===== src/rtl/fpu_accum16_pkg.sv =====
// Shared FP16 accumulator types, widths and the fixed-point conversion helper.
package fpu_accum16_pkg;

    localparam int unsigned LEN_W = 8;
    // Any FP16 magnitude is an integer multiple of 2^-24 below 2^41; one extra bit holds the sign.
    localparam int unsigned FIX_W = 42;

    typedef struct packed {
        logic       sign;
        logic [4:0] exp;
        logic [9:0] mant;
    } fp16_t;

    // z: result is zero, c: result inexact, n: result sign, v: finite operands overflowed.
    typedef struct packed {
        logic z;
        logic c;
        logic n;
        logic v;
    } condCode_t;

    typedef enum logic {
        FPU_ADD,
        FPU_SUB
    } fpuOp_t;

    typedef enum logic [1:0] {
        IDLE,
        ACCUM,
        DONE
    } accState_t;

    localparam logic [15:0] FP16_QNAN = 16'h7E00;

    // Exact two's-complement fixed-point image of a finite FP16 value, in units of 2^-24.
    function automatic logic [FIX_W-1:0] fp16_to_fixed(input fp16_t x, input logic neg);
        logic [FIX_W-1:0] mag;
        if (x.exp == 5'd0) begin
            mag = FIX_W'(x.mant);
        end else begin
            mag = FIX_W'({1'b1, x.mant}) << (x.exp - 5'd1);
        end
        return neg ? (~mag + FIX_W'(1)) : mag;
    endfunction

endpackage


===== src/rtl/fpu_accum16_addsub.sv =====
// Combinational FP16 add/subtract, round-to-nearest-even, via exact fixed-point sum.
module fpuAddSub16
    import fpu_accum16_pkg::*;
(
    input  fp16_t     fpuIn1,
    input  fp16_t     fpuIn2,
    input  logic      sub,
    input  fpuOp_t    op,
    output fp16_t     fpuOut,
    output condCode_t condCodes
);

    logic             neg_b;
    logic             sign_a;
    logic             sign_b;
    logic             a_nan;
    logic             b_nan;
    logic             a_inf;
    logic             b_inf;
    logic [FIX_W-1:0] sum;
    logic             sum_neg;
    logic [FIX_W-1:0] mag;
    logic [5:0]       lead;
    logic [5:0]       sh;
    logic [10:0]      kept;
    logic [FIX_W-1:0] rem;
    logic [FIX_W-1:0] half;
    logic             round_up;
    logic [11:0]      sig;
    logic [5:0]       exp_w;
    logic [15:0]      res;

    // Align both operands exactly, add, then renormalise and round the magnitude.
    always_comb begin
        res       = '0;
        condCodes = '0;
        neg_b     = sub | (op == FPU_SUB);
        sign_a    = fpuIn1.sign;
        sign_b    = fpuIn2.sign ^ neg_b;
        a_nan     = (&fpuIn1.exp) && (fpuIn1.mant != 10'd0);
        b_nan     = (&fpuIn2.exp) && (fpuIn2.mant != 10'd0);
        a_inf     = (&fpuIn1.exp) && (fpuIn1.mant == 10'd0);
        b_inf     = (&fpuIn2.exp) && (fpuIn2.mant == 10'd0);
        sum       = fp16_to_fixed(fpuIn1, sign_a) + fp16_to_fixed(fpuIn2, sign_b);
        sum_neg   = sum[FIX_W-1];
        mag       = sum_neg ? (~sum + FIX_W'(1)) : sum;
        lead      = '0;
        for (int i = 0; i < FIX_W; i++) begin
            if (mag[i]) lead = 6'(i);
        end
        sh        = lead - 6'd10;
        kept      = 11'(mag >> sh);
        rem       = mag & ~({FIX_W{1'b1}} << sh);
        half      = (FIX_W'(1) << sh) >> 1;
        round_up  = (rem != '0) && ((rem > half) || ((rem == half) && kept[0]));
        sig       = {1'b0, kept} + 12'(round_up);
        exp_w     = lead - 6'd9 + 6'(sig[11]);

        if (a_nan || b_nan || (a_inf && b_inf && (sign_a != sign_b))) begin
            res = FP16_QNAN;
        end else if (a_inf) begin
            res         = {sign_a, 5'h1F, 10'h000};
            condCodes.n = sign_a;
        end else if (b_inf) begin
            res         = {sign_b, 5'h1F, 10'h000};
            condCodes.n = sign_b;
        end else if (mag == '0) begin
            res         = {sign_a & sign_b, 15'h0000};
            condCodes.z = 1'b1;
            condCodes.n = sign_a & sign_b;
        end else if (lead < 6'd10) begin
            res         = {sum_neg, 5'h00, mag[9:0]};
            condCodes.n = sum_neg;
        end else if (exp_w >= 6'd31) begin
            res         = {sum_neg, 5'h1F, 10'h000};
            condCodes.c = 1'b1;
            condCodes.n = sum_neg;
            condCodes.v = 1'b1;
        end else begin
            res         = {sum_neg, exp_w[4:0], 10'(sig >> sig[11])};
            condCodes.c = (rem != '0);
            condCodes.n = sum_neg;
        end
        fpuOut = fp16_t'(res);
    end

endmodule


===== src/rtl/fpu_accum16.sv =====
// Run-length-controlled FP16 accumulator: one sample per handshake, single-cycle update.
module fpu_accum16
    import fpu_accum16_pkg::*;
(
    input  logic             clock,
    input  logic             reset_L,
    input  logic             start,
    input  logic [LEN_W-1:0] len,
    input  logic             inValid,
    output logic             inReady,
    input  fp16_t            inData,
    input  logic             inSub,
    output fp16_t            accOut,
    output condCode_t        accCondCodes,
    output logic             stickyV,
    output logic [LEN_W-1:0] remaining,
    output logic             busy,
    output logic             done
);

    accState_t        state_q, state_d;
    fp16_t            acc_q, acc_d;
    condCode_t        cc_q, cc_d;
    logic             sticky_q, sticky_d;
    logic [LEN_W-1:0] rem_q, rem_d;
    logic             ready_q, busy_q, done_q;
    logic             handshake;
    fp16_t            fpu_out;
    condCode_t        fpu_cc;

    assign handshake = inValid && ready_q;

    fpuAddSub16 u_addsub (
        .fpuIn1    (acc_q),
        .fpuIn2    (inData),
        .sub       (inSub),
        .op        (inSub ? FPU_SUB : FPU_ADD),
        .fpuOut    (fpu_out),
        .condCodes (fpu_cc)
    );

    // Next-state and datapath register updates.
    always_comb begin
        state_d  = state_q;
        acc_d    = acc_q;
        cc_d     = cc_q;
        sticky_d = sticky_q;
        rem_d    = rem_q;
        case (state_q)
            IDLE, DONE: begin
                if (start) begin
                    acc_d    = '0;
                    cc_d     = '{z: 1'b1, c: 1'b0, n: 1'b0, v: 1'b0};
                    sticky_d = 1'b0;
                    rem_d    = len;
                    state_d  = (len != '0) ? ACCUM : DONE;
                end else if (state_q == DONE) begin
                    state_d = IDLE;
                end
            end
            ACCUM: begin
                if (handshake) begin
                    acc_d    = fpu_out;
                    cc_d     = fpu_cc;
                    sticky_d = sticky_q | fpu_cc.v;
                    rem_d    = rem_q - LEN_W'(1);
                    if (rem_q == LEN_W'(1)) state_d = DONE;
                end
            end
            default: state_d = IDLE;
        endcase
    end

    // State, datapath and registered status outputs.
    always_ff @(posedge clock or negedge reset_L) begin
        if (!reset_L) begin
            state_q  <= IDLE;
            acc_q    <= '0;
            cc_q     <= '0;
            sticky_q <= 1'b0;
            rem_q    <= '0;
            ready_q  <= 1'b0;
            busy_q   <= 1'b0;
            done_q   <= 1'b0;
        end else begin
            state_q  <= state_d;
            acc_q    <= acc_d;
            cc_q     <= cc_d;
            sticky_q <= sticky_d;
            rem_q    <= rem_d;
            ready_q  <= (state_d == ACCUM);
            busy_q   <= (state_d == ACCUM);
            done_q   <= (state_d == DONE);
        end
    end

    assign inReady      = ready_q;
    assign busy         = busy_q;
    assign done         = done_q;
    assign accOut       = acc_q;
    assign accCondCodes = cc_q;
    assign stickyV      = sticky_q;
    assign remaining    = rem_q;

endmodule

===== config.mk =====
export PLATFORM = sky130hd
export DESIGN_NAME = fpu_accum16
export DESIGN_NICKNAME = d
export VERILOG_FILES = /design/src/rtl/fpu_accum16_pkg.sv /design/src/rtl/fpu_accum16_addsub.sv /design/src/rtl/fpu_accum16.sv
export SDC_FILE = /design/constraint.sdc
export NUM_CORES = 1
export LEC_CHECK = 0
export ABC_AREA = 1
export CAP_MARGIN = 20
export CORE_MARGIN = 10
export CORE_UTILIZATION = 55
export CTS_CLUSTER_SIZE = 16
export DETAILED_ROUTE_END_ITERATION = 6
export PLACE_DENSITY = 0.71
export SETUP_SLACK_MARGIN = 0.2
export SYNTH_ARGS = -nofsm -noshare
export SYNTH_HDL_FRONTEND = slang
export SYNTH_HIERARCHICAL = 1
export SYNTH_SLANG_ARGS = --single-unit

===== constraint.sdc =====
create_clock -name clock -period 15 [get_ports clock]
set_input_delay 1.5 -clock clock [delete_from_list [all_inputs] [get_ports clock]]
set_output_delay 1.5 -clock clock [all_outputs]
set_load 0.1 [all_outputs]

* Word level (Yosys, flattened, before mapping) *
Index checks and enable logic that the tools add are counted.

word-level totals
  register bits after elaboration = 33
  input bits = 29
  output and inout port bits = 32
  word-level logic and storage cells = 166

operators by class
  add/sub/neg operators = 11
  order comparisons = 3
  equality and inequality tests = 10
  shifts and indexed selects = 6
  mux-type cells = 87
  bitwise gates (word level) = 9
  reduce and logical (&&, ||, !) cells = 28

operator list
  operator                                                              number
  42-bit two-way mux                                                    5
  42-bit NOT                                                            4
  42-bit by 1-bit adder with 42-bit output (second input constant)      3
  16-bit two-way mux                                                    6
  11-bit by 5-bit left shift with 42-bit output                         2
  5-bit two-way mux                                                     16
  6-bit two-way mux                                                     10
  4-bit two-way mux                                                     11
  42-bit adder                                                          1
  42-bit AND                                                            1
  42-bit by 41-bit equality test with 1-bit output                      1
  42-bit by 41-bit greater-than comparator with 1-bit output            1
  42-bit zero test                                                      1
  42-bit nonzero test                                                   1
  1-bit by 6-bit left shift with 42-bit output (first input constant)   1
  42-bit by 6-bit left shift with 42-bit output (first input constant)  1
  42-bit by 6-bit right shift with 11-bit output                        1
  16-bit case mux with 2 select lines                                   1
  15-bit two-way mux                                                    2
  10-bit zero test                                                      2
  2-bit two-way mux                                                     10
  10-bit nonzero test                                                   2
  1-bit two-way mux                                                     16
  8-bit two-way mux                                                     2
  other kinds (32)                                                      53

* Depth between registers and ports, before layout *
  depth in word-level cells = 71
  gate-level depth with buffers = 120
  depth with buffers taken out = 116

* Hierarchy *
Netlist, hierarchy kept.

by module, submodules not included
  module       times used  cells an instance  area an instance (µm²)  sequential area each (µm²)
  fpuAddSub16  1           2,341              12,164.2                0.0
  fpu_accum16  1           163                1,562.7                 825.8

* Worst setup path before layout *
Ideal clock, no wire load.

  path type = input to register
  start = input port inData[10] in the netlist's numbering
  end = register acc_q (netlist bit accOut[13])
  setup time = 0.124 ns
  arrival time = 13.140 ns
  data required time = 14.876 ns
  slack = 1.737 ns
  stages on the path = 88
  buffers on the path = 6
  path through = inv_2 > buf_6 > ha_1 > buf_2 > nand2_1 > nor2_1 > nand3_1 > nand2_1 > inv_2 > ha_1 > inv_1 > nor3_1 > nand2_1 > nor3_1 > nand4_1 > nor3_1 > nand3_1 > nor3_1 > [52 not listed] > o31ai_1 > a311oi_1 > nor2_1 > ha_1 > nand3_1 > nor2_2 > nand4_4 > ha_1 > ha_1 > a21oi_1 > xor2_1 > inv_1 > a21oi_1 > clkbuf_1 > nand2_1 > nand2_1 > nand2_1 > a22o_1

RTL lines
  element               RTL line           text
  from (decl)           fpu_accum16.sv:11  input fp16_t inData,
  to (signal assigned)  fpu_accum16.sv:78  acc_q <= '0;
  to (signal assigned)  fpu_accum16.sv:87  acc_q <= acc_d;
  to (decl)             fpu_accum16.sv:22  fp16_t acc_q, acc_d;

==> PnR_summary.wiki <==
{| class="wikitable"
! Metric !! Value
|-
| Busiest layer in global routing || met2
|-
| Count of H-tree levels built during CTS || 2
|-
| First-pass GRT wire length || 85000 um
|-
| Cell count after placement || 2871
|-
| Number of filler instances in the final layout || 2395
|-
| Relative max-transition margin || 32.0%
|-
| Footprint of the multi-input gates || 11900 um2
|-
| Count of final setup violators || 0
|-
| Highest fanout seen on the critical path || 13
|-
| Fin. Hold Viols || 0
|-
| Cell count after synthesis || 2504
|-
| # DRC || 0
|-
| I/O Pins || 61
|-
| Drt via density || 6.08
|-
| Post-DR wirelength/cell || 19.0 um
|-
| Required time of the worst setup path || between 15 and 20 ns
|-
| RSZ-0062 raised after global routing || false
|-
| Global Route Usage Sum || 32.8%
|-
| IO Port Bufs || 60
|-
| Highest achievable clock rate || between 0.07 and 0.08 GHz
|-
| Post-layout net count || 2708
|-
| Root cell of the clock tree || clkbuf_16
|-
| Largest incremental delay on the critical path || between 0.4 and 0.5 ns
|-
| Num rows || 57
|-
| Post-synthesis average cell area || around 5.5 um2
|-
| Area of the mapped netlist || 13700 um2
|-
| Effective utilization at floorplan || 56.1%
|-
| Layout cell share with drive strength beyond 1 || 10.1%
|-
| Number of design-rule violations left by the first detailed-router iteration || 2257
|-
| Count of placed standard cells in the final layout, fillers left out || 2902
|-
| Critical Path Start Type || input pin
|-
| Clock Pin Slew Worst Setup and Hold Paths || 0.05 ns
|-
| Portion of the clock cycle consumed by the worst path in the final layout || a little over 90%
|-
| Die footprint || around 32000 um2
|-
| Worst Hold Slack || 0.500 ns
|-
| Proportion of register bits with asynchronous set or reset after synthesis || 100%
|-
| Met2 layer usage reported by global route || 48.1%
|-
| Vias in the first global route || 16100
|-
| Area Overhead vs Synth || 12.9%
|-
| Critical path start-end classification || in -> reg
|-
| Die Height || around 180 um
|-
| Maximum number of pins on one net before global-route repair || 43
|-
| Sequential standard cell area || between 800 and 900 um2
|-
| Worst Path Arrival || 14.05 ns
|-
| Total count of max-transition violations in the final report || 0
|-
| Worst min path class || reg -> reg
|-
| Initial antenna violation count || 1
|-
| Routed Wire Length || approximately 55000 um
|-
| GR Overflow Total || 0
|-
| Library cells used by synthesis || 62
|-
| Top delay family on crit path || simple AND/OR/NAND/NOR gates
|-
| Clock latency on the worst-skew pair || between 0.2 and 0.3 ns
|-
| TritonCTS clock tree || built
|-
| Number of hold buffers added after CTS || 0
|-
| Cell seen most often among critical-path stages || nand2_1
|-
| Result of the run || complete, no violations
|-
| Routability congestion estimate from global placement || 1.09
|-
| Count of vias placed by the detailed router || 17600
|-
| Clock buffer depth || 2
|-
| Clock sink total || 33
|-
| Met1 capacity usage during global routing || 45.3%
|-
| Worst Path Buf+Inv || 15
|-
| Kind of end point of the critical path || flop
|-
| Post-route clock skew || 0.00491 ns
|-
| Ys Warns || 6
|-
| Detailed-router iteration count before antenna repair || 7
|-
| Worst slew pin tran || just over 1 ns
|-
| Number of enable-type register cells in the synthesized netlist || 0
|-
| Number of clock buffers inserted by TritonCTS || 5
|-
| Max-cap viol count || 0
|-
| Tmin final || 13.89 ns
|-
| X dimension of the die || 178 um
|-
| Slowest-stage cell, CP || o21ai_0
|-
| Predominant post-synthesis flop cell || dfrtp_1
|-
| Post-detail-place hpwl || 44100 um
|-
| Met3 global-route usage || a little under a tenth
|-
| Synthesis-stage register bit count || 33
|-
| Core Region || 24500 um2
|-
| Share of the yosys chip area belonging to registers || 6.02%
|-
| Antenna violation net count after detailed routing || 0
|}
==> stage by stage <==
step	cell area, um2	TNS (ns)	utilization [%]	worst slack [ns]
CTS	14900	0	60.9	0.209
global placement	14800	0	60.3	0.0211
finish	15500	0	63.4	1.11
global route	15500	0	63.4	0.0572
detailed placement	14800	-0.327	60.3	-0.143
floorplan	13800	0	-	1.74
==> cell usage in the layout (no fill, tap or decap), drive strengths merged, types with 7 or more instances in the layout <==
cell	Yosys	layout
nand2	754	754
nand3	415	415
nor2	267	267
inv	259	257
xor2	120	120
o21ai	116	116
ha	101	101
a21oi	96	96
buf	63	85
clkdlybuf4s50	0	54
xnor2	45	45
nand4	44	44
nor3	38	38
dfrtp	33	33
nor4	23	23
a22o	18	18
nand3b	13	13
a31oi	11	11
o211ai	9	9
or2	9	9
conb	1	8
a211oi	7	7
clkbuf	23	7
o31ai	7	7
==> final timing paths <==
kind | cells past startpoint | to | slack, ns | start
worst min register to register | 2 | stickyV$_DFFE_PN0P_ | 0.50 | stickyV$_DFFE_PN0P_
worst max register to register | 91 | accOut[9]$_DFFE_PN0P_ | 1.14 | accOut[10]$_DFFE_PN0P_
max in group asynchronous | 2 | accOut[10]$_DFFE_PN0P_ | 13.02 | reset_L
min in group asynchronous | 2 | remaining[1]$_DFFE_PN0P_ | 1.64 | reset_L
worst max-delay path | 79 | accOut[9]$_DFFE_PN0P_ | 1.11 | inData[11]
worst min-delay path | 2 | stickyV$_DFFE_PN0P_ | 0.50 | stickyV$_DFFE_PN0P_
==> area by class of cell <==
class	instances	area share, %
flip-flops and latches	33	5.34
inverters	262	6.49
repair buffers	145	8.14
clock buffers	7	0.920
multi-input cells	2130	76.5
well taps	324	2.62
diodes	1	0.0161
==> kinds of logic after synthesis <==
group	share of synthesized area, %
xor+xnor	10.9
fa+ha+maj	9.35
other cells	0.0273
flops	6.02
compound gates	12.4
buf+inv	10.7
simple gates	50.7
==> worst reg2reg max path, delay by kind of cell, from the launching register on <==
family	cells	cell delay, ns
simple gates	46	5.20
xor+xnor	2	0.77
flops	1	0.47
fa+ha+maj	7	1.95
buf+inv	14	1.65
compound gates	22	3.69
==> repair_timing <==
item	CTS	global route
buffers inserted	0	22
endpoints found under the setup margin	5	18
pin swaps	0	22
gates resized for setup	1	98
gates cloned	0	0
==> synth_stat cells, types with 3 or more instances <==
library cell  instances  share of area, %
a211oi_1              7              0.38
a21oi_1              93               3.4
a22o_1               18               1.1
a31oi_1              11              0.50
buf_1                 6              0.16
buf_2                40               1.5
buf_4                 8              0.44
buf_6                 9              0.74
clkbuf_1             22              0.60
clkinv_1              3             0.082
dfrtp_1              33               6.0
ha_1                101               9.2
inv_1               236               6.5
inv_2                23              0.63
nand2_1             730                20
nand2_2              18              0.82
nand2_4               6              0.49
nand3_1             408                15
nand3_2               7              0.51
nand3b_1             13              0.71
nand4_1              43               2.0
nor2_1              248               6.8
nor2_2               12              0.55
nor2_4                7              0.57
nor3_1               34               1.2
nor3_2                3              0.22
nor4_1               23               1.0
o211ai_1              7              0.38
o21a_1                3              0.16
o21ai_0              82               3.0
o21ai_1              29               1.1
o21ai_2               5              0.32
o21bai_1              5              0.27
o221ai_1              3              0.19
o31ai_1               7              0.38
or2_2                 7              0.32
xnor2_1              45               2.9
xor2_1              114               7.3
xor2_2                6              0.71
==> registers in the layout (all words and copies together), names as in the netlist <==
register and count:
stickyV 1, accCondCodes 4, done 1, busy 1, state_q 2, accOut 16
remaining 8
==> per-layer routing <==
layer / part of all wire [%] / vias to the layer above / wire [um]
met5: 0.024 / - / 13
met4: 3.4 / 2 / 1850
met1: 42 / 8033 / 23400
met2: 41 / 1043 / 22400
li1: - / 8415 / -
met3: 14 / 141 / 7450
Power is left out: the tool's default activity adds up to more than one toggle a clock period on the data nets, which glitch-free logic cannot reach.
